[config.mk]
export PLATFORM = sky130hd
export DESIGN_NAME = dmem_access_ctrl
export DESIGN_NICKNAME = d
export VERILOG_FILES = /design/src/rtl/dmem_access_ctrl.sv
export SDC_FILE = /design/constraint.sdc
export NUM_CORES = 1
export LEC_CHECK = 0
export ABC_AREA = 1
export BUFFER_PORTS_ARGS = -buffer_cell sky130_fd_sc_hd__clkbuf_2
export CAP_MARGIN = 20
export CORE_UTILIZATION = 40
export CTS_BUF_LIST = sky130_fd_sc_hd__clkbuf_8 sky130_fd_sc_hd__clkbuf_16
export CTS_CLUSTER_SIZE = 10
export DETAILED_ROUTE_END_ITERATION = 10
export PLACE_DENSITY = 0.78
export SLEW_MARGIN = 20
export SYNTH_ARGS = -nofsm -noshare
export SYNTH_HDL_FRONTEND = slang
export SYNTH_SLANG_ARGS = --single-unit
[constraint.sdc]
create_clock -name clk -period 3.09 [get_ports clk]
set_clock_uncertainty 0.05 [all_clocks]
set_input_delay 0.1545 -clock clk [delete_from_list [all_inputs] [get_ports clk]]
set_output_delay 0.1545 -clock clk [all_outputs]
set_load 0.01 [all_outputs]
[src/rtl/dmem_access_ctrl.sv]
// MEM-stage data-memory sequencer: turns load/store control into a request/ready
// bus transaction, stalls the pipeline until it completes and records access errors.
module dmem_access_ctrl #(
    parameter int ADDR_W  = 32,
    parameter int TIMEOUT = 16,
    parameter int CNT_W   = 5
) (
    input  logic              clk,
    input  logic              rst,
    input  logic              MemWriteM,
    input  logic [1:0]        ResultSrcM,
    input  logic [31:0]       ALUresultM,
    input  logic [31:0]       WriteDataM,
    output logic              mem_req,
    output logic              mem_we,
    output logic [ADDR_W-1:0] mem_addr,
    output logic [31:0]       mem_wdata,
    input  logic              mem_ready,
    input  logic [31:0]       mem_rdata,
    output logic [31:0]       ReadDataM,
    output logic              StallM,
    output logic              misalign,
    output logic              bus_err,
    input  logic              err_clr
);

    typedef enum logic [1:0] {IDLE, REQ, DONE} state_t;

    state_t           state;
    logic [CNT_W-1:0] cnt;
    logic             is_load;
    logic             acc;
    logic             aligned;

    assign is_load = (ResultSrcM == 2'b01);
    assign acc     = MemWriteM | is_load;
    assign aligned = (ALUresultM[1:0] == 2'b00);

    // Combinational so the stall lands in the same cycle the access reaches MEM.
    assign StallM  = ((state == IDLE) && acc) || (state == REQ);

    always_ff @(posedge clk or posedge rst) begin
        if (rst) begin
            state     <= IDLE;
            cnt       <= '0;
            mem_req   <= 1'b0;
            mem_we    <= 1'b0;
            mem_addr  <= '0;
            mem_wdata <= '0;
            ReadDataM <= '0;
            misalign  <= 1'b0;
            bus_err   <= 1'b0;
        end else begin
            // Clear first so a set event later in this block takes priority.
            if (err_clr) begin
                misalign <= 1'b0;
                bus_err  <= 1'b0;
            end
            case (state)
                IDLE: begin
                    if (acc) begin
                        if (aligned) begin
                            state     <= REQ;
                            mem_req   <= 1'b1;
                            mem_we    <= MemWriteM;
                            mem_addr  <= {ALUresultM[ADDR_W-1:2], 2'b00};
                            mem_wdata <= WriteDataM;
                            cnt       <= '0;
                        end else begin
                            state     <= DONE;
                            misalign  <= 1'b1;
                            ReadDataM <= '0;
                        end
                    end
                end
                REQ: begin
                    if (mem_ready) begin
                        state     <= DONE;
                        mem_req   <= 1'b0;
                        mem_we    <= 1'b0;
                        mem_addr  <= '0;
                        mem_wdata <= '0;
                        if (!mem_we) begin
                            ReadDataM <= mem_rdata;
                        end
                    end else if (cnt == CNT_W'(TIMEOUT - 1)) begin
                        state     <= DONE;
                        mem_req   <= 1'b0;
                        mem_we    <= 1'b0;
                        mem_addr  <= '0;
                        mem_wdata <= '0;
                        bus_err   <= 1'b1;
                        ReadDataM <= '0;
                    end else begin
                        cnt <= cnt + 1'b1;
                    end
                end
                DONE: begin
                    // Unstalled advance cycle; the instruction leaves MEM here.
                    state <= IDLE;
                end
                default: begin
                    state <= IDLE;
                end
            endcase
        end
    end

endmodule

==> results of run 1 <==
## flip-flops by register name, indices dropped and copies added (netlist names)
| name | cells |
|---|---|
| misalign | 1 |
| mem_req | 1 |
| cnt | 5 |
| mem_addr | 30 |
| mem_wdata | 32 |
| ReadDataM | 32 |
| mem_we | 1 |
| state | 2 |
| bus_err | 1 |
## synth_stat cells
library cell and count:
clkbuf_1 13, inv_1 84, nor2_2 2, nand2_1 182, inv_2 1, a21oi_1 3
nand3_1 4, buf_1 6, ha_1 2, nor2_1 46, o21ai_0 6, o21bai_1 64
dfrtp_1 105, conb_1 1, buf_2 29, nand2_2 2, buf_4 8, or2_2 2
nand3_2 1, a22o_1 1, nand4_1 96
## critical path: stages (launching register included)
cell and delay (ps):
dfrtp_1 430, ha_1 230, nand2_1 90, nor2_1 50
ha_1 180, nor2_1 170, nand2_4 190, nand2_2 150
buf_12 270, o21bai_1 120, nand2_1 100
## layout make-up
class / count / share of cell area [%]
repair buffers: 240 / 19.9
flip-flops and latches: 105 / 37.8
multi-input cells: 413 / 30.3
diodes: 1 / 0.0360
well taps: 172 / 3.10
clock inverters: 6 / 0.954
clock buffers: 9 / 3.24
inverters: 85 / 4.63
## stage by stage
| step | setup slack (ps) | cell area, µm² | total power, mW | std cells | hold slack (ps) |
|---|---|---|---|---|---|
| 4_1_cts | 963 | 6950 | 5.83 | 1030 | 0.508 |
| 6_report | 951 | 6950 | 5.77 | 1031 | 8.88 |
| 3_3_place_gp | 1050 | 6410 | 4.57 | 990 | 198 |
| 3_5_place_dp | 983 | 6410 | 4.64 | 990 | 200 |
| 5_1_grt | 756 | 6950 | 6.22 | 1030 | 4.10 |
| 2_1_floorplan | 125 | 5310 | 3.70 | 659 | 260 |
## logic make-up after synthesis
| logic type | Yosys count | synth area share (%) |
|---|---|---|
| buffers and inverters | 141 | 11.2 |
| flip-flops | 105 | 49.5 |
| other | 1 | 0.0706 |
| adder cells (fa/ha/maj) | 2 | 0.471 |
| AO/OA/AOI/OAI | 74 | 10.1 |
| AND/OR/NAND/NOR | 335 | 28.7 |
## per-layer routing
metal	wire [µm]	GRT usage, %
met1	6310	28.1
met2	6900	35.8
met3	1320	6.39
met4	252	6.50
met5	0	0
## report_power, final
group | total [mW] | switching, mW | internal, mW
registers | 2.15 | 0.285 | 1.87
clock network | 1.15 | 0.522 | 0.629
logic | 2.47 | 1.54 | 0.929
total | 5.77 | 2.35 | 3.43
## final timing paths
path                       slack, ps                   endpoint                      from  cells past startpoint
setup / recovery                 950   mem_wdata[9]$_DFFE_PP0P_        cnt[0]$_DFFE_PP0P_                     10
max in group asynchronous       1890  ReadDataM[23]$_DFFE_PP0P_                       rst                      4
hold / removal                     9  mem_wdata[24]$_DFFE_PP0P_            WriteDataM[24]                      3
hold reg to reg                  420   ReadDataM[4]$_DFFE_PP0P_  ReadDataM[4]$_DFFE_PP0P_                      2
min in group asynchronous        380   mem_wdata[2]$_DFFE_PP0P_                       rst                      3
setup reg to reg                 950   mem_wdata[9]$_DFFE_PP0P_        cnt[0]$_DFFE_PP0P_                     10
## timing repair
item,in CTS,in global routing
gates resized for setup,0,0
hold buffers,25,0
buffers inserted,0,0
endpoints found under the hold margin,68,0
==> impl_metrics.ini, run 1 <==
[outcome]
status = complete, no violations

[clocking]
cts_sinks = 105
worstSkewPairLatency_ps = 350
cts_made_buffers = 9
cts_root_buf = clkbuf_16
cts.reportedPaths.clkPinSlew_ps = 80
cts_tree = done
cts_buffer_depth = 2
h-tree-depth = 3

[layout]
multi_input_area_um2 = 2110
fin_nets = 959
num-fill-cells = 1221
layout_common_cells = clkbuf_2, nand2_1, dfrtp_1
syn2layout_area_growth_pct = 30.9
final_layout_size_suffix_gt1_share_pct = 28.1
final-seq-area_um2 = 2630
final_common_cell = clkbuf_2
fin_util_pct = 54.4

[global_route]
grt_pass1_wl_um = 23500
antenna_found_initial = 0
grt_max_degree = 66
grtUsageTotal_pct = 21.9
overflow = 0
grt_pass1_vias = 4756

[floorplan]
io_pins = 204
initial_core_util_pct = 41.6
chipWidth_um = 117
num_rows = 41
die-area_um2 = 13700
fp.dieH_um = 117
design.core.area_um2 = 12800

[power_and_ir_drop]
power_density_nw_per_um2 = 830
p_leak_nw = 4.03
peakVddDrop_v = 0.000364

[routing]
drt-pass1-iter-count = 5
routed_wl_um = 14800
drc = 0
ant_nets = 0
num_vias = 5122
via_per_inst = 4.97
wl_per_cell_um = 14.3
drtIter0Drc = 454

[setup_path]
criticalPathCategory = flop to flop
startpoint_type = flop
crit_arrival_ps = 2370
cp.required_ps = 3320
cp_max_fo = 65
setup.worst_path.end_class = flop

[min_path]
min_path_type = input pin to flop

[place]
gp_congestion = 0.811
numPortBuffers = 201
hpwl_um = 9490

[timing]
period_minus_slack_ps = 2140
slew_violations = 0
fmax_mhz = 468
hold_viol_final = 0
finalCritPeriodShare_pct = 69.2
fin_setup_tns_ps = 0
slew_headroom_pct = 40.3
rsz0062_at_grt = no
finalSetupViolations = 0
worst_pin_slew_ps = 894

[synth]
yosysSeqAreaShare_pct = 49.5
ys_warn_count = 0
ys_types = 21
synth_top_area_cell = dfrtp_1
ys_seq_elements = 105
synth_top_area_share_pct = 49.5
synth_area_per_cell_um2 = 8.07
netlist_area_um2 = 5310
syn_inst = 658
synth_area_leaders = dfrtp_1, nand2_1, nand4_1, o21bai_1, inv_1

[flow_run]
max_cap_violations = 0
No activity file was read; power rests on OpenSTA's default activity.
==> inputs of run 2 (changes only) <==
Settings changed: ABC_AREA 1 to 0, PLACE_DENSITY 0.78 to 0.8.
Clock period 3.09 ns to 1.99 ns, I/O delays scaled along.
==> run 2 against run 1 <==
- the flow now finishes with violations (negative setup slack)
- sequential power rose by 35%
- first-iteration DRC count fell by 66%
- combinational power decreased by 21%
- critical endpoint is now cnt[3]$_DFFE_PP0P_
- largest cell class unchanged
- largest power group is now registers
- highest routed layer unchanged
==> impl_metrics.ini, run 2 <==
[routing]
num_vias = 3699
drc = 0
wl_per_cell_um = 17.4
ant_nets = 0
drtIter0Drc = 154
via_per_inst = 5.18
drt-pass1-iter-count = 4
routed_wl_um = 12400

[synth]
ys.flop_type = dfrtp_1
netlist_area_um2 = 3910
synth_area_leaders = dfrtp_1, a22o_1, buf_6, a21oi_1, nand2b_1
ys_warn_count = 0
yosysSeqAreaShare_pct = 67.2
synth_top_area_cell = dfrtp_1
syn_inst = 272
synth_edf_count = 0
ys_types = 28
synth_top_area_share_pct = 67.2
synth.top_cells.by_count = dfrtp_1, a22o_1, clkbuf_1, nor2_1
synthMostInstantiatedCell = dfrtp_1
ys_seq_elements = 105
synth_area_per_cell_um2 = 14.4
synthArstFlopShare_pct = 100

[layout]
layout_common_cells = clkbuf_2, dfrtp_1, dlygate4sd3_1
final_common_cell = clkbuf_2
num_antenna_cells = 0
reg.largest.list = ReadDataM (32), mem_wdata (32), mem_addr (30)
syn2layout_area_growth_pct = 66.1
final_layout_size_suffix_gt1_share_pct = 42.9
fin_nets = 686
instances_no_fill = 714

[timing]
fin_setup_tns_ps = -87.9
slew_headroom_pct = 66.2
finalCritPeriodShare_pct = 102
rsz0062_at_grt = yes
period_minus_slack_ps = 2030
hold_ws_ps = 88.3
hold_viol_final = 0
fmax_mhz = 493
finalSetupViolations = 4
worst_pin_slew_ps = 505
slew_violations = 0
worst_slack_ps = -39.6

[setup_path]
startpoint_type = flop
setup.worst_path.end_class = flop
cp_max_fo = 6
cp.required_ps = 2170
criticalPathCategory = flop to flop
crit_arrival_ps = 2210

[power_and_ir_drop]
power_density_nw_per_um2 = 968
total_power_mw = 6.29
peakVddDrop_v = 0.000482
p_leak_nw = 3.44

[flow_run]
max_cap_violations = 0

[place]
hpwl_um = 6880
dp.cells = 595
numPortBuffers = 201
gp_congestion = 0.842

[clocking]
worstSkewPairLatency_ps = 360
cts_sinks = 105
h-tree-depth = 3
cts_made_buffers = 9
cts.reportedPaths.clkPinSlew_ps = 100
cts_buffer_depth = 2
cts_root_buf = clkbuf_8
cts_tree = done

[floorplan]
fp.dieH_um = 101
design.core.area_um2 = 9370
chipWidth_um = 101
initial_core_util_pct = 41.7
num_rows = 35
io_pins = 204
die-area_um2 = 10200

[outcome]
violations = negative setup slack
status = finished, violations left

[global_route]
grtUsageTotal_pct = 23.5
grt_max_degree = 57
antenna_found_initial = 0
grt_pass1_vias = 3746
overflow = 0
grt_pass1_wl_um = 18300

[min_path]
min_path_type = input pin to flop
## run 2: cell count changes in the layout (fill, tap and decap cells not counted), sizes merged, moves of 3 or more
cell / previous run / this run
nand3: 5 / 1
buf: 14 / 19
nand2b: 0 / 5
a21oi: 3 / 7
o21bai: 64 / 0
dlygate4sd3: 25 / 97
inv: 87 / 6
nand2: 184 / 0
o21ai: 6 / 3
a22o: 1 / 96
nand4: 96 / 0
clkbuf: 210 / 214
nor2: 48 / 8
## run 2: cell families (layout without fill, tap and decap cells)
family	count (synthesis)	after routing	share of synthesized area, %
adders and majority gates	2	2	0.640
DFF	105	105	67.2
AOI/OAI and AO/OA	113	113	24.1
buffers and inverters	29	341	4.58
muxes	1	1	0.256
and+or+nand+nor	21	21	3.14
other	1	2	0.0959
## run 2: layout make-up
type	count	area (µm²)
Clock inverter	5	78.8
Tap cell	129	161
Timing Repair Buffer	320	2280
Inverter	6	26.3
Clock buffer	10	138
Fill cell	651	2880
Sequential cell	105	2630
Multi-Input combinational cell	139	1180
## run 2: report_power, final
part	total [mW]	internal, mW	leakage (nW)	switching [mW]
Sequential	2.91	2.60	1.39	0.301
Combinational	1.94	1.02	1.94	0.921
Clock	1.44	0.738	0.113	0.707
## run 2: routing by layer
layer  part of all wire [%]  vias to the layer above  global-route usage (%)
met5                      0                        -                       0
met4                    2.0                        0                    9.81
met3                    6.9                       27                    6.24
met2                     51                      174                    41.3
met1                     40                     1857                    27.1
li1                       -                     1641                       -
## run 2: path summary, 6_finish.rpt
check                                                 end  depth (start not counted)                 from  slack [ps]
worst min register to register        mem_req$_DFFE_PP0P_                          1  mem_req$_DFFE_PP0P_         440
min in group asynchronous       ReadDataM[14]$_DFFE_PP0P_                          3                  rst         250
max in group asynchronous        ReadDataM[3]$_DFFE_PP0P_                          4                  rst         900
worst max register to register         cnt[3]$_DFFE_PP0P_                          7   cnt[0]$_DFFE_PP0P_         -40
worst min-delay path                    bus_err$_DFF_PP0_                          3            mem_ready          90
worst max-delay path                   cnt[3]$_DFFE_PP0P_                          7   cnt[0]$_DFFE_PP0P_         -40
## run 2: worst max-delay path, cell delays in order, from the launching register on
cell	delay, ps
dfrtp_1	400
ha_2	190
and3_4	180
ha_4	150
or4b_4	480
buf_6	130
or2b_4	230
a31oi_2	90
## run 2: repair_timing
item                       in CTS  in global routing
pin swaps                       1                  2
hold buffers                   97                  0
hold endpoints to repair      113                  0
gates cloned                    1                  3
setup buffers                   1                  2
setup endpoints to repair      48                 20
gates resized for setup         8                  3
## run 2: stage by stage
step                      setup slack [ps]  utilization, %  instance area [µm²]
after detailed placement             -40.8            54.8                 5140
final                                -39.6            69.3                 6500
after global routing                 -93.3            69.3                 6500
after floorplan                      -4.23               -                 3920
after global placement                15.8            54.8                 5140
after CTS                            -26.0            68.2                 6390
==> inputs of run 3 (changes only) <==
Settings changed: CORE_UTILIZATION 40 to 38, PLACE_DENSITY 0.8 to 0.77.
==> run 3 against run 2 <==
- the flow still finishes with violations (negative setup slack)
- critical path depth shrank 1
- worst hold slack lost 0.56 ps
- final cell count grew 0.70%
- total power shrank 4.2%
- register-to-register slack gained 20 ps
- clock power shrank 15%
- combinational power shrank 2%
- count of clock-buffer cells in the layout shrank 1
- sequential share of layout area grew 0.32 points
- fmax grew 1.0%
==> impl_metrics.ini, run 3 (synthesized netlist as in run 2, its figures left out) <==
[clocking]
cts_buffer_depth = 2
h-tree-depth = 3
cts_made_buffers = 9
cts_tree = done
cts_root_buf = clkbuf_8
worstSkewPairLatency_ps = 350
cts_sinks = 105
cts.reportedPaths.clkPinSlew_ps = 100

[routing]
wl_met3_um = 792
wl_per_cell_um = 16.7
ant_nets = 0
wl_met1_um = 4940
num_vias = 3584
routed_wl_um = 12000
drc = 0
topRoutingLayerUsed = met4
via_per_inst = 4.98
dr_wl_met2_um = 6030
drtIter0Drc = 113
drt-pass1-iter-count = 4

[timing]
rsz0062_at_grt = yes
finalSetupViolations = 1
hold_viol_final = 0
fmax_mhz = 498
finalCritPeriodShare_pct = 101
slew_violations = 0
period_minus_slack_ps = 2010
worst_slack_ps = -19.1
hold_ws_ps = 87.7

[place]
gp_congestion = 0.747
numPortBuffers = 201
hpwl_um = 6690

[min_path]
min_path_type = input pin to flop
hold_start = ALUresultM[0]
holdPathEnd = mem_we$_DFFE_PP0P_
whs_path_depth = 3

[setup_path]
criticalPathCategory = flop to flop
cp.required_ps = 2230
crit_arrival_ps = 2250
worstReg2RegStart = cnt[1]$_DFFE_PP0P_
cp_max_fo = 3
r2r-end = cnt[4]$_DFFE_PP0P_
startpoint_type = flop
setup.worst_path.end_class = flop
worstRegToRegCells = 6
reg2reg_slack_ps = -20

[global_route]
grtUsageTotal_pct = 20.4
overflow = 0
grt_pass1_vias = 3574
antenna_found_initial = 0
grt_pass1_wl_um = 16600
grt_max_degree = 64

[layout]
final_common_cell = clkbuf_2
fin_nets = 685
layout_common_cells = clkbuf_2, dfrtp_1, dlygate4sd3_1
reg.largest.list = ReadDataM (32), mem_wdata (32), mem_addr (30)
final_layout_size_suffix_gt1_share_pct = 42.9
syn2layout_area_growth_pct = 64.8

[floorplan]
num_rows = 36
fp.dieH_um = 103
io_pins = 204
die-area_um2 = 10700
design.core.area_um2 = 9860
chipWidth_um = 103
initial_core_util_pct = 39.6

[power_and_ir_drop]
power_frac_clock_pct = 20.2
p_seq_share_pct = 48.2
netSwitchingPower_mw = 1.95
total_power_mw = 6.03
p_leak_nw = 3.41
combinationalPowerShare_pct = 31.6
power_density_nw_per_um2 = 935
p_int_mw = 4.08
peakVddDrop_v = 0.000408
switching_share_pct = 32.3

[outcome]
violations = negative setup slack
status = finished, violations left

[flow_run]
max_cap_violations = 0
## run 3: stage by stage
step	util [%]	std cells	setup TNS [ps]	worst slack (ps)	cell area (µm²)
final	65.3	719	-19.1	-19.1	6440
after global routing	65.3	718	-3280	-73.1	6440
after CTS	64.0	711	-3.33	-3.33	6310
after detailed placement	52.1	597	-12.9	-12.9	5140
after global placement	52.1	597	0	11.7	5140
after floorplan	-	273	-4.23	-4.23	3920
## run 3: what timing repair did
action	4_1_cts	5_1_grt
hold buffers	97	0
setup buffers	1	2
endpoints found under the setup margin	2	66
hold endpoints to repair	202	0
gates resized for setup	3	5
pin swaps	1	8
gates cloned	0	5
## run 3: how the worst max path moves through the flow
stage / startpoint / to / slack, ps / cells past startpoint
5_1_grt: cnt[1]$_DFFE_PP0P_ / mem_addr[31]$_DFFE_PP0P_ / -70 / 9
6_report: cnt[1]$_DFFE_PP0P_ / cnt[4]$_DFFE_PP0P_ / -20 / 6
2_1_floorplan: cnt[0]$_DFFE_PP0P_ / cnt[4]$_DFFE_PP0P_ / -4 / 6
3_3_place_gp: cnt[1]$_DFFE_PP0P_ / cnt[4]$_DFFE_PP0P_ / 10 / 6
3_5_place_dp: cnt[1]$_DFFE_PP0P_ / cnt[4]$_DFFE_PP0P_ / -10 / 6
4_1_cts: cnt[1]$_DFFE_PP0P_ / cnt[4]$_DFFE_PP0P_ / -3 / 6
## run 3: per-layer routing
layer	vias up	global-route usage [%]
li1	1646	-
met1	1752	23.7
met2	165	35.7
met3	21	5.78
met4	0	8.34
met5	-	0
## run 3: power groups by stage
stage / Combinational, mW / Sequential (mW) / Clock [mW]
floorplan: 0.642 / 3.11 / 0
global placement: 1.60 / 2.90 / 0
detailed placement: 1.63 / 2.92 / 0
CTS: 1.81 / 2.89 / 1.27
global route: 2.07 / 2.96 / 1.36
finish: 1.90 / 2.90 / 1.22
## run 3: area by class of cell
class / instances / area [µm²]
fillers: 732 / 3420
flip-flops and latches: 105 / 2630
clock inverters: 7 / 53.8
inverters: 6 / 26.3
clock buffers: 9 / 124
diodes: 1 / 2.50
repair buffers: 319 / 2270
well taps: 133 / 166
multi-input cells: 139 / 1170
## run 3: worst max-delay path, stage by stage, from the launching register on
cell and delay [ps]:
dfrtp_1 410, ha_2 190, and3_4 180, ha_4 150, or4b_4 480, or4_1 400, o21ai_1 80
